`config.mk`:
```
export PLATFORM = sky130hd
export DESIGN_NAME = gd_sweep_controller_flat
export DESIGN_NICKNAME = d
export VERILOG_FILES = /design/src/rtl/gd_pkg.sv /design/src/rtl/gd_sweep_controller_if.sv /design/src/rtl/gd_min_tracker.sv /design/src/rtl/gd_sweep_controller.sv /design/src/flat_wrapper.sv
export SDC_FILE = /design/constraint.sdc
export NUM_CORES = 1
export LEC_CHECK = 0
export ABC_AREA = 1
export BUFFER_PORTS_ARGS = -buffer_cell sky130_fd_sc_hd__buf_2
export CAP_MARGIN = 20
export CORE_MARGIN = 3
export CORE_UTILIZATION = 25
export CTS_BUF_LIST = sky130_fd_sc_hd__clkbuf_16
export DETAILED_ROUTE_END_ITERATION = 8
export GPL_TIMING_DRIVEN = 0
export PLACE_DENSITY_LB_ADDON = 0.2
export SLEW_MARGIN = 20
export SYNTH_ARGS = -nofsm -noshare
export SYNTH_HDL_FRONTEND = slang
export SYNTH_SLANG_ARGS = --single-unit
```
`constraint.sdc`:
```
create_clock -name clk -period 5.5 [get_ports clk]
set_clock_uncertainty 0.1 [all_clocks]
set_input_delay 1.1 -clock clk [delete_from_list [all_inputs] [get_ports clk]]
set_output_delay 1.1 -clock clk [all_outputs]
set_load 0.02 [all_outputs]
```
`src/rtl/gd_pkg.sv`:
```
`default_nettype none
// +--------------------------------------------------------------------------+
// | gd_pkg : Q24.8 constants and controller state encoding.                  |
// | Revision: 1.0                                                            |
// +--------------------------------------------------------------------------+
package gd_pkg;
   localparam int Q_WIDTH   = 32;
   localparam int Q_FRAC    = 8;
   localparam int Y_WIDTH   = 64;
   localparam int IDX_WIDTH = 8;
   localparam logic [Q_WIDTH-1:0] Q_ONE = 32'h0000_0100;

   typedef enum logic [2:0] {
      ST_IDLE,
      ST_CLEAR,
      ST_LAUNCH,
      ST_WAIT_DONE,
      ST_CAPTURE,
      ST_RELEASE,
      ST_FINISH
   } gd_state_t;
endpackage
`default_nettype wire

```
`src/rtl/gd_sweep_controller_if.sv`:
```
`default_nettype none
// +--------------------------------------------------------------------------+
// | gd_sweep_controller_if : start/done handshake to the gradient core.      |
// | Revision: 1.0                                                            |
// +--------------------------------------------------------------------------+
interface gd_sweep_controller_if;
   import gd_pkg::*;

   logic                 core_start_op;
   logic [Q_WIDTH-1:0]   core_x_init;
   logic                 core_done_op;
   logic [Q_WIDTH-1:0]   core_x_at_min;
   logic [Y_WIDTH-1:0]   core_y_min;

   modport master (
      output core_start_op, core_x_init,
      input  core_done_op, core_x_at_min, core_y_min
   );

   modport slave (
      input  core_start_op, core_x_init,
      output core_done_op, core_x_at_min, core_y_min
   );
endinterface
`default_nettype wire

```
`src/rtl/gd_min_tracker.sv`:
```
`default_nettype none
// +--------------------------------------------------------------------------+
// | gd_min_tracker : running minimum of y (signed) with its x and index.     |
// | Revision: 1.0                                                            |
// +--------------------------------------------------------------------------+
module gd_min_tracker
   import gd_pkg::*;
(
   input  wire logic                  clk,
   input  wire logic                  rst_n,
   input  wire logic                  load,
   input  wire logic                  first,
   input  wire logic [Q_WIDTH-1:0]    x,
   input  wire logic [Y_WIDTH-1:0]    y,
   input  wire logic [IDX_WIDTH-1:0]  index,
   output logic      [Q_WIDTH-1:0]    best_x,
   output logic      [Y_WIDTH-1:0]    best_y,
   output logic      [IDX_WIDTH-1:0]  best_index
);
   logic [Q_WIDTH-1:0]   r_best_x;
   logic [Y_WIDTH-1:0]   r_best_y;
   logic [IDX_WIDTH-1:0] r_best_index;
   logic                 w_take;

   // Strict less-than: an equal y never displaces the earlier run.
   assign w_take = load && (first || ($signed(y) < $signed(r_best_y)));

   always_ff @(posedge clk or negedge rst_n) begin
      if (!rst_n) begin
         r_best_x     <= '0;
         r_best_y     <= '0;
         r_best_index <= '0;
      end else if (w_take) begin
         r_best_x     <= x;
         r_best_y     <= y;
         r_best_index <= index;
      end
   end

   assign best_x     = r_best_x;
   assign best_y     = r_best_y;
   assign best_index = r_best_index;
endmodule
`default_nettype wire

```
`src/rtl/gd_sweep_controller.sv`:
```
`default_nettype none
// +--------------------------------------------------------------------------+
// | gd_sweep_controller : runs the gradient core LOOP_COUNT times from a     |
// | stepped x_init and reports per-run and best results. Revision: 1.0       |
// +--------------------------------------------------------------------------+
module gd_sweep_controller
   import gd_pkg::*;
#(
   parameter int                 LOOP_COUNT     = 4,
   parameter logic [Q_WIDTH-1:0] INCREMENT      = Q_ONE,
   parameter int                 TIMEOUT_CYCLES = 65535
) (
   input  wire logic                  clk,
   input  wire logic                  rst_n,
   input  wire logic                  sweep_start,
   input  wire logic [Q_WIDTH-1:0]    x_start,
   gd_sweep_controller_if.master      core,
   output logic                       run_valid,
   output logic      [IDX_WIDTH-1:0]  run_index,
   output logic      [Q_WIDTH-1:0]    run_x,
   output logic      [Y_WIDTH-1:0]    run_y,
   output logic      [Q_WIDTH-1:0]    best_x,
   output logic      [Y_WIDTH-1:0]    best_y,
   output logic      [IDX_WIDTH-1:0]  best_index,
   output logic                       busy,
   output logic                       sweep_done,
   output logic                       timeout
);
   localparam int                   WD_W     = $clog2(TIMEOUT_CYCLES + 1);
   localparam logic [WD_W-1:0]      WD_LOAD  = WD_W'(TIMEOUT_CYCLES);
   localparam logic [IDX_WIDTH-1:0] LAST_IDX = IDX_WIDTH'(LOOP_COUNT - 1);

   gd_state_t            r_state;
   logic                 r_start;
   logic [Q_WIDTH-1:0]   r_x_init;
   logic [IDX_WIDTH-1:0] r_count;
   logic [WD_W-1:0]      r_wdog;
   logic                 r_run_valid;
   logic [IDX_WIDTH-1:0] r_run_index;
   logic [Q_WIDTH-1:0]   r_run_x;
   logic [Y_WIDTH-1:0]   r_run_y;
   logic                 r_busy;
   logic                 r_sweep_done;
   logic                 r_timeout;
   logic                 w_capture;

   // Results are registered on the same edge that sees done, giving one cycle to run_valid.
   assign w_capture = (r_state == ST_WAIT_DONE) && core.core_done_op;

   always_ff @(posedge clk or negedge rst_n) begin
      if (!rst_n) begin
         r_state      <= ST_IDLE;
         r_start      <= 1'b0;
         r_x_init     <= '0;
         r_count      <= '0;
         r_wdog       <= '0;
         r_run_valid  <= 1'b0;
         r_run_index  <= '0;
         r_run_x      <= '0;
         r_run_y      <= '0;
         r_busy       <= 1'b0;
         r_sweep_done <= 1'b0;
         r_timeout    <= 1'b0;
      end else begin
         r_run_valid  <= 1'b0;
         r_sweep_done <= 1'b0;
         case (r_state)
            ST_IDLE: begin
               if (sweep_start) begin
                  r_x_init  <= x_start;
                  r_count   <= '0;
                  r_timeout <= 1'b0;
                  r_busy    <= 1'b1;
                  r_state   <= ST_CLEAR;
               end
            end
            ST_CLEAR: begin
               if (!core.core_done_op) begin
                  r_start <= 1'b1;
                  r_state <= ST_LAUNCH;
               end
            end
            ST_LAUNCH: begin
               r_wdog  <= WD_LOAD;
               r_state <= ST_WAIT_DONE;
            end
            ST_WAIT_DONE: begin
               if (core.core_done_op) begin
                  r_run_x     <= core.core_x_at_min;
                  r_run_y     <= core.core_y_min;
                  r_run_index <= r_count;
                  r_run_valid <= 1'b1;
                  r_start     <= 1'b0;
                  r_state     <= ST_CAPTURE;
               end else if (r_wdog <= WD_W'(1)) begin
                  r_timeout    <= 1'b1;
                  r_start      <= 1'b0;
                  r_sweep_done <= 1'b1;
                  r_busy       <= 1'b0;
                  r_state      <= ST_FINISH;
               end else begin
                  r_wdog <= r_wdog - WD_W'(1);
               end
            end
            ST_CAPTURE: begin
               r_state <= ST_RELEASE;
            end
            ST_RELEASE: begin
               if (!core.core_done_op) begin
                  if (r_count == LAST_IDX) begin
                     r_sweep_done <= 1'b1;
                     r_busy       <= 1'b0;
                     r_state      <= ST_FINISH;
                  end else begin
                     r_count  <= r_count + IDX_WIDTH'(1);
                     r_x_init <= r_x_init + INCREMENT;
                     r_start  <= 1'b1;
                     r_state  <= ST_LAUNCH;
                  end
               end
            end
            ST_FINISH: begin
               r_state <= ST_IDLE;
            end
            default: begin
               r_state <= ST_IDLE;
            end
         endcase
      end
   end

   gd_min_tracker u_min_tracker (
      .clk        (clk),
      .rst_n      (rst_n),
      .load       (w_capture),
      .first      (r_count == '0),
      .x          (core.core_x_at_min),
      .y          (core.core_y_min),
      .index      (r_count),
      .best_x     (best_x),
      .best_y     (best_y),
      .best_index (best_index)
   );

   assign core.core_start_op = r_start;
   assign core.core_x_init   = r_x_init;
   assign run_valid          = r_run_valid;
   assign run_index          = r_run_index;
   assign run_x              = r_run_x;
   assign run_y              = r_run_y;
   assign busy               = r_busy;
   assign sweep_done         = r_sweep_done;
   assign timeout            = r_timeout;
endmodule
`default_nettype wire

```
`src/flat_wrapper.sv`:
```
// flat-port wrapper written by rule: the top's interface ports become plain ports
module gd_sweep_controller_flat import gd_pkg::*;
#(
   parameter int                 LOOP_COUNT     = 4,
   parameter logic [Q_WIDTH-1:0] INCREMENT      = Q_ONE,
   parameter int                 TIMEOUT_CYCLES = 65535
)
  (clk, rst_n, sweep_start, x_start, run_valid, run_index, run_x, run_y, best_x, best_y, best_index, busy, sweep_done, timeout, core_core_start_op, core_core_x_init, core_core_done_op, core_core_x_at_min, core_core_y_min);
  gd_sweep_controller_if core_i ();
  input  wire logic clk;
  input  wire logic rst_n;
  input  wire logic sweep_start;
  input  wire logic [Q_WIDTH-1:0] x_start;
  output logic run_valid;
  output logic      [IDX_WIDTH-1:0] run_index;
  output logic      [Q_WIDTH-1:0] run_x;
  output logic      [Y_WIDTH-1:0] run_y;
  output logic      [Q_WIDTH-1:0] best_x;
  output logic      [Y_WIDTH-1:0] best_y;
  output logic      [IDX_WIDTH-1:0] best_index;
  output logic busy;
  output logic sweep_done;
  output logic timeout;
  output wire logic [$bits(core_i.core_start_op)-1:0] core_core_start_op;
  output wire logic [$bits(core_i.core_x_init)-1:0] core_core_x_init;
  input wire logic [$bits(core_i.core_done_op)-1:0] core_core_done_op;
  input wire logic [$bits(core_i.core_x_at_min)-1:0] core_core_x_at_min;
  input wire logic [$bits(core_i.core_y_min)-1:0] core_core_y_min;
  assign core_core_start_op = core_i.core_start_op;
  assign core_core_x_init = core_i.core_x_init;
  assign core_i.core_done_op = core_core_done_op;
  assign core_i.core_x_at_min = core_core_x_at_min;
  assign core_i.core_y_min = core_core_y_min;
  gd_sweep_controller #(.LOOP_COUNT(LOOP_COUNT), .INCREMENT(INCREMENT), .TIMEOUT_CYCLES(TIMEOUT_CYCLES)) u_core (.clk(clk), .rst_n(rst_n), .sweep_start(sweep_start), .x_start(x_start), .core(core_i), .run_valid(run_valid), .run_index(run_index), .run_x(run_x), .run_y(run_y), .best_x(best_x), .best_y(best_y), .best_index(best_index), .busy(busy), .sweep_done(sweep_done), .timeout(timeout));
endmodule
```
# Yosys cells after proc, flatten, opt, wreduce, memory -nomap -nowiden
# Index checks and enable logic that the tools add are counted.
dict set report classes {
  n_addsub 3
  n_lt_le_gt_ge 2
  n_eq_ne 15
  n_mux 40
  n_reduce_logical 17
}
# op n
set op_table {}
lappend op_table {{$mux 32} 3}
lappend op_table {{$lt 64x64->1} 1}
lappend op_table {{$pmux 32 s2} 1}
lappend op_table {{$add 32x9->32 const B} 1}
lappend op_table {{$mux 16} 2}
lappend op_table {{$pmux 16 s2} 1}
lappend op_table {{$mux 8} 3}
lappend op_table {{$mux 1} 18}
lappend op_table {{$mux 3} 6}
lappend op_table {{$pmux 3 s6} 1}
lappend op_table {{$le 16x1->1 const B} 1}
lappend op_table {{$pmux 8 s2} 1}
lappend op_table {{$sub 16x1->16 const B} 1}
lappend op_table {{$ne 2x2->1 const B} 7}
lappend op_table {{$reduce_and 4->1} 3}
lappend op_table {{$add 8x1->8 const B} 1}
lappend op_table {{$eq 8x2->1 const B} 1}
lappend op_table {{$logic_not 8->1} 1}
lappend op_table {{$eq 3x2->1 const B} 2}
lappend op_table {{$eq 3x3->1 const B} 2}
lappend op_table {{$pmux 1 s3} 2}
lappend op_table {{$reduce_and 6->1} 1}
lappend op_table {{$reduce_bool 2->1} 3}
lappend op_table {{$reduce_bool 3->1} 2}
lappend op_table {{other kinds (10)} 12}
dict set report totals {
  register_bits 272
  in_bits 132
  out_inout_bits 245
  wordCells 92
}

# Logic depth before layout (Yosys ltp)
dict set report logic_depth {
  depth_word 4
  mapped_depth 21
  mapped_depth_nobuf 19
}

# Cells and area by module
# From an unflattened synthesis, not the netlist that was laid out.
dict set report unflattened {
  hier_cells 1800
  area_unflattened_um2 13929.6
}
# module n_inst cells_each area_per_inst_um2 seq_area_each_um2
set modules_own_cells {}
lappend modules_own_cells {gd_sweep_controller 1 1078 8165.3 4204.0}
lappend modules_own_cells {gd_min_tracker 1 722 5764.3 2602.5}

# Worst setup path after synthesis
# No wires, ideal clock.
dict set report synth_timing {
  path_kind {input to register}
  from {input port core_core_y_min[63]}
  to {register u_core.u_min_tracker.r_best_y[23], in the netlist u_core.u_min_tracker.best_y[23]}
  arrival_time_ps 2801
  required_ps 5283
  path_slack_ps 2482
  stages 17
  path_cell_list {ha_1 -> nand2_1 -> inv_2 -> nand3_1 -> or2_1 -> nor3b_2 -> nand2_1 -> nor2_1 -> nand2_1 -> nand2_1 -> nand2_1 -> nand3_2 -> nand2_2 -> buf_6 -> buf_6 -> nand2_1 -> nand2_1}
}
dict set report synth_via {
  elab_chain_cells 3
}
# element line_no
set synth_lines {}
lappend synth_lines {{start, declared} flat_wrapper.sv:28} ;# input wire logic [$bits(core_i.core_y_min)-1:0] core_core_y_min;
lappend synth_lines {{$lt 64x64->1} gd_min_tracker.sv:26} ;# assign w_take = load && (first || ($signed(y) < $signed(r_best_y)));
lappend synth_lines {{$logic_or 1x1->1} gd_min_tracker.sv:26}
lappend synth_lines {{$logic_and 1x1->1} gd_min_tracker.sv:26}
lappend synth_lines {{end signal, assigned} gd_min_tracker.sv:35} ;# r_best_y <= y;
lappend synth_lines {{end, declared} gd_min_tracker.sv:21} ;# logic [Y_WIDTH-1:0] r_best_y;
# No other way between the ends.
# A chain may end at the register's enable or synchronous reset.

# Worst setup path in the final report
dict set report layout_timing {
  from {input port core_core_y_min[63]}
  to {register u_core.u_min_tracker.r_best_y[48], in the netlist u_core.u_min_tracker.best_y[48]}
}
# The elaborated chain is that of the path after synthesis.

==> impl_metrics.env <==
export IMPL_drc=0
export IMPL_required_ps=5860
export IMPL_grt_antenna_before_repair=2
export IMPL_grt_max_degree=88
export IMPL_htree_levels=2
export IMPL_setup_worst_path_end_class="flop"
export IMPL_status="finished, final reports clean"
export IMPL_drv_cap=0
export IMPL_drt_vias_per_instance=4.40
export IMPL_cts_setup_buffers=0
export IMPL_grt_usage_pct=16.5
export IMPL_drive_above_1_share_pct=23.0
export IMPL_path_max_fanout=10
export IMPL_cts_hold_buf=0
export IMPL_cellPowerDensity_mw_per_mm2=610
export IMPL_rsz0062_at_grt="false"
export IMPL_fin_crit_ps=3550
export IMPL_place_congestion=0.831
export IMPL_finalCritPeriodShare_pct=64.6
export IMPL_hold_violations=0
export IMPL_yosysSeqAreaShare_pct=51.8
export IMPL_die_area_mm2=0.0554
export IMPL_synthTopCellsByArea="dfrtp_1, nand2_1, ha_1"
export IMPL_cp_arrival_ps=3910
export IMPL_fmax_mhz=282
export IMPL_clk_pin_slew_worst_paths_ps=50
export IMPL_synth_cells=1604
export IMPL_synth_cell_types=40
export IMPL_n_fill_cell=5575
export IMPL_die_h_um=235
export IMPL_die_x_um=235
export IMPL_cts_sinks=272
export IMPL_nets=2222
export IMPL_start_util_pct=25.4
export IMPL_synth_top_cell_area_share_pct=51.8
export IMPL_ctsResizeCount=0
export IMPL_syn_to_final_growth_pct=29.9
export IMPL_yosys_cell_count_top_type="nand2_1"
export IMPL_tns_ps=0
export IMPL_start_kind="input pin"
export IMPL_numPortBuffers=376
export IMPL_syn_nets=1804
export IMPL_regArea_mm2=0.00681
export IMPL_grt_pass1_vias=12000
export IMPL_synth_edf_count=0
export IMPL_worst_slew_pin_slew_ps=856
export IMPL_yosysTopAreaCell="dfrtp_1"
export IMPL_vias=12000
export IMPL_final_area_mm2=0.0171
export IMPL_setup_viol=0
export IMPL_wl_per_cell_um=17.0
export IMPL_synthTopCellsByCount="nand2_1, dfrtp_1, nand3_1"
export IMPL_first_pass_iters=5
export IMPL_ant_nets=0
export IMPL_cts_buffers=37
export IMPL_synthFlopType="dfrtp_1"
export IMPL_dpl_hpwl_mm=35.3
export IMPL_async_reset_ff_share_pct=100
export IMPL_totalWireLength_mm=46.3
export IMPL_overflow=0
export IMPL_multiInputGateArea_mm2=0.00551
export IMPL_clk_latency_ps=530
export IMPL_grt_pass1_wl_mm=72.3
export IMPL_row_count=83
export IMPL_leakage_nw=9.31
export IMPL_max_slew_margin_pct=43.0
export IMPL_timing_worst_setup_path_type="input pin to flop"
export IMPL_ys_seq_elements=272
export IMPL_drt_iter0_drc=569
export IMPL_cts_tree="yes"
export IMPL_dpl_cell_area_mm2=0.0160
export IMPL_ir_worst_vdd_v=0.000240
export IMPL_top_level_ports=377
export IMPL_postSynthAreaPerCell_um2=8.20
export IMPL_core_area_mm2=0.0517
export IMPL_maxSlewViolCount=0
export IMPL_cts_buffer_depth=3
export IMPL_hp_class="flop to flop"
export IMPL_cts_root_buf="clkbuf_16"
export IMPL_yosysWarningCount=0
export IMPL_syn_area_mm2=0.0132
==> cell families (layout without fill, tap and decap cells) <==
group,Yosys count,in the layout,share of synthesized area (%)
XOR/XNOR,23,23,1.53
AO/OA/AOI/OAI,137,137,5.82
adder cells (fa/ha/maj),68,68,6.47
AND/OR/NAND/NOR,907,907,28.1
other,0,1,0
flip-flops,272,272,51.8
buffers and inverters,197,639,6.36
==> critical path, cell delays in order <==
cell     delay (ps)
buf_2           150
ha_1            390
nand2_1          90
inv_2            50
nand3_1          90
or2_1           280
nor3b_2         250
nand2_1         160
nor2_1          140
nand2_1         130
nand3_1         110
nand3_2         200
nand2_2         220
buf_6           230
buf_6           180
nand2_1          60
nand2_1          60
==> flip-flops by register name, summed over array words and instances (netlist names), 3 cells and up <==
| register | count |
|---|---|
| u_core.r_wdog | 16 |
| u_core.r_count | 8 |
| u_core.u_min_tracker.best_x | 32 |
| u_core.u_min_tracker.best_index | 8 |
| u_core.run_index | 8 |
| u_core.u_min_tracker.best_y | 64 |
| u_core.run_x | 32 |
| u_core.run_y | 64 |
| u_core.r_state | 3 |
| u_core.core.core_x_init | 32 |
==> per-stage QoR <==
| stage | setup WS (ps) | hold WS, ps | std cells | utilization, % | total power, W |
|---|---|---|---|---|---|
| after floorplan | 2480 | 388 | 1604 | - | 0.00639 |
| after global placement | -2440 | 349 | 2660 | 30.7 | 0.00822 |
| after detailed placement | 1280 | 353 | 2663 | 30.9 | 0.00830 |
| after CTS | 1840 | 365 | 2726 | 33.0 | 0.0106 |
| after global routing | 1640 | 385 | 2727 | 33.0 | 0.0113 |
| final | 1950 | 365 | 2727 | 33.0 | 0.0104 |
==> metal layers <==
layer	wire length, µm	up-vias	track usage [%]
li1	-	5986	-
met1	20500	5655	21.4
met2	21600	314	26.9
met3	3340	54	5.08
met4	821	2	3.69
met5	15	-	0
==> area by class of cell <==
| type | count | area share (%) |
|---|---|---|
| antenna | 1 | 0.0146 |
| buffer | 67 | 2.05 |
| clock buffer | 37 | 5.42 |
| clock inverter | 26 | 1.05 |
| inverter | 130 | 2.86 |
| multi-input combinational | 1135 | 32.2 |
| sequential | 272 | 39.8 |
| tap | 680 | 4.98 |
| timing repair buffer | 379 | 11.6 |
==> final timing paths <==
path	to	start	depth (start not counted)	slack (ps)
min in group asynchronous	u_core.run_y[45]$_DFFE_PN0P_	rst_n	1	420
max in group asynchronous	u_core.u_min_tracker.best_y[32]$_DFFE_PN0P_	rst_n	3	3810
worst min register to register	u_core.run_y[7]$_DFFE_PN0P_	u_core.run_y[7]$_DFFE_PN0P_	2	360
worst max-delay path	u_core.u_min_tracker.best_y[48]$_DFFE_PN0P_	core_core_y_min[63]	17	1950
worst max register to register	u_core.u_min_tracker.best_y[48]$_DFFE_PN0P_	u_core.u_min_tracker.best_y[63]$_DFFE_PN0P_	17	2220
worst min-delay path	u_core.run_y[7]$_DFFE_PN0P_	u_core.run_y[7]$_DFFE_PN0P_	2	360
==> power by group <==
part	leakage [nW]	internal, W	switching [W]	total, W
combinational	5.35	0.00151	0.00322	0.00473
clock	0.557	0.00131	0.000916	0.00223
sequential	3.40	0.00286	0.000607	0.00347
==> cell usage in the layout, fill, tap and decap left out, types with 15 or more instances in the layout <==
| master | count |
|---|---|
| nand2_1 | 645 |
| buf_2 | 389 |
| dfrtp_1 | 272 |
| nand3_1 | 141 |
| inv_1 | 130 |
| nor2_1 | 74 |
| ha_1 | 68 |
| o21ai_0 | 53 |
| a21oi_1 | 49 |
| clkbuf_16 | 37 |
| clkbuf_1 | 34 |
| xor2_1 | 19 |
| nand4_1 | 16 |
| nor3_1 | 15 |
Power figures use the tool's default switching activity.
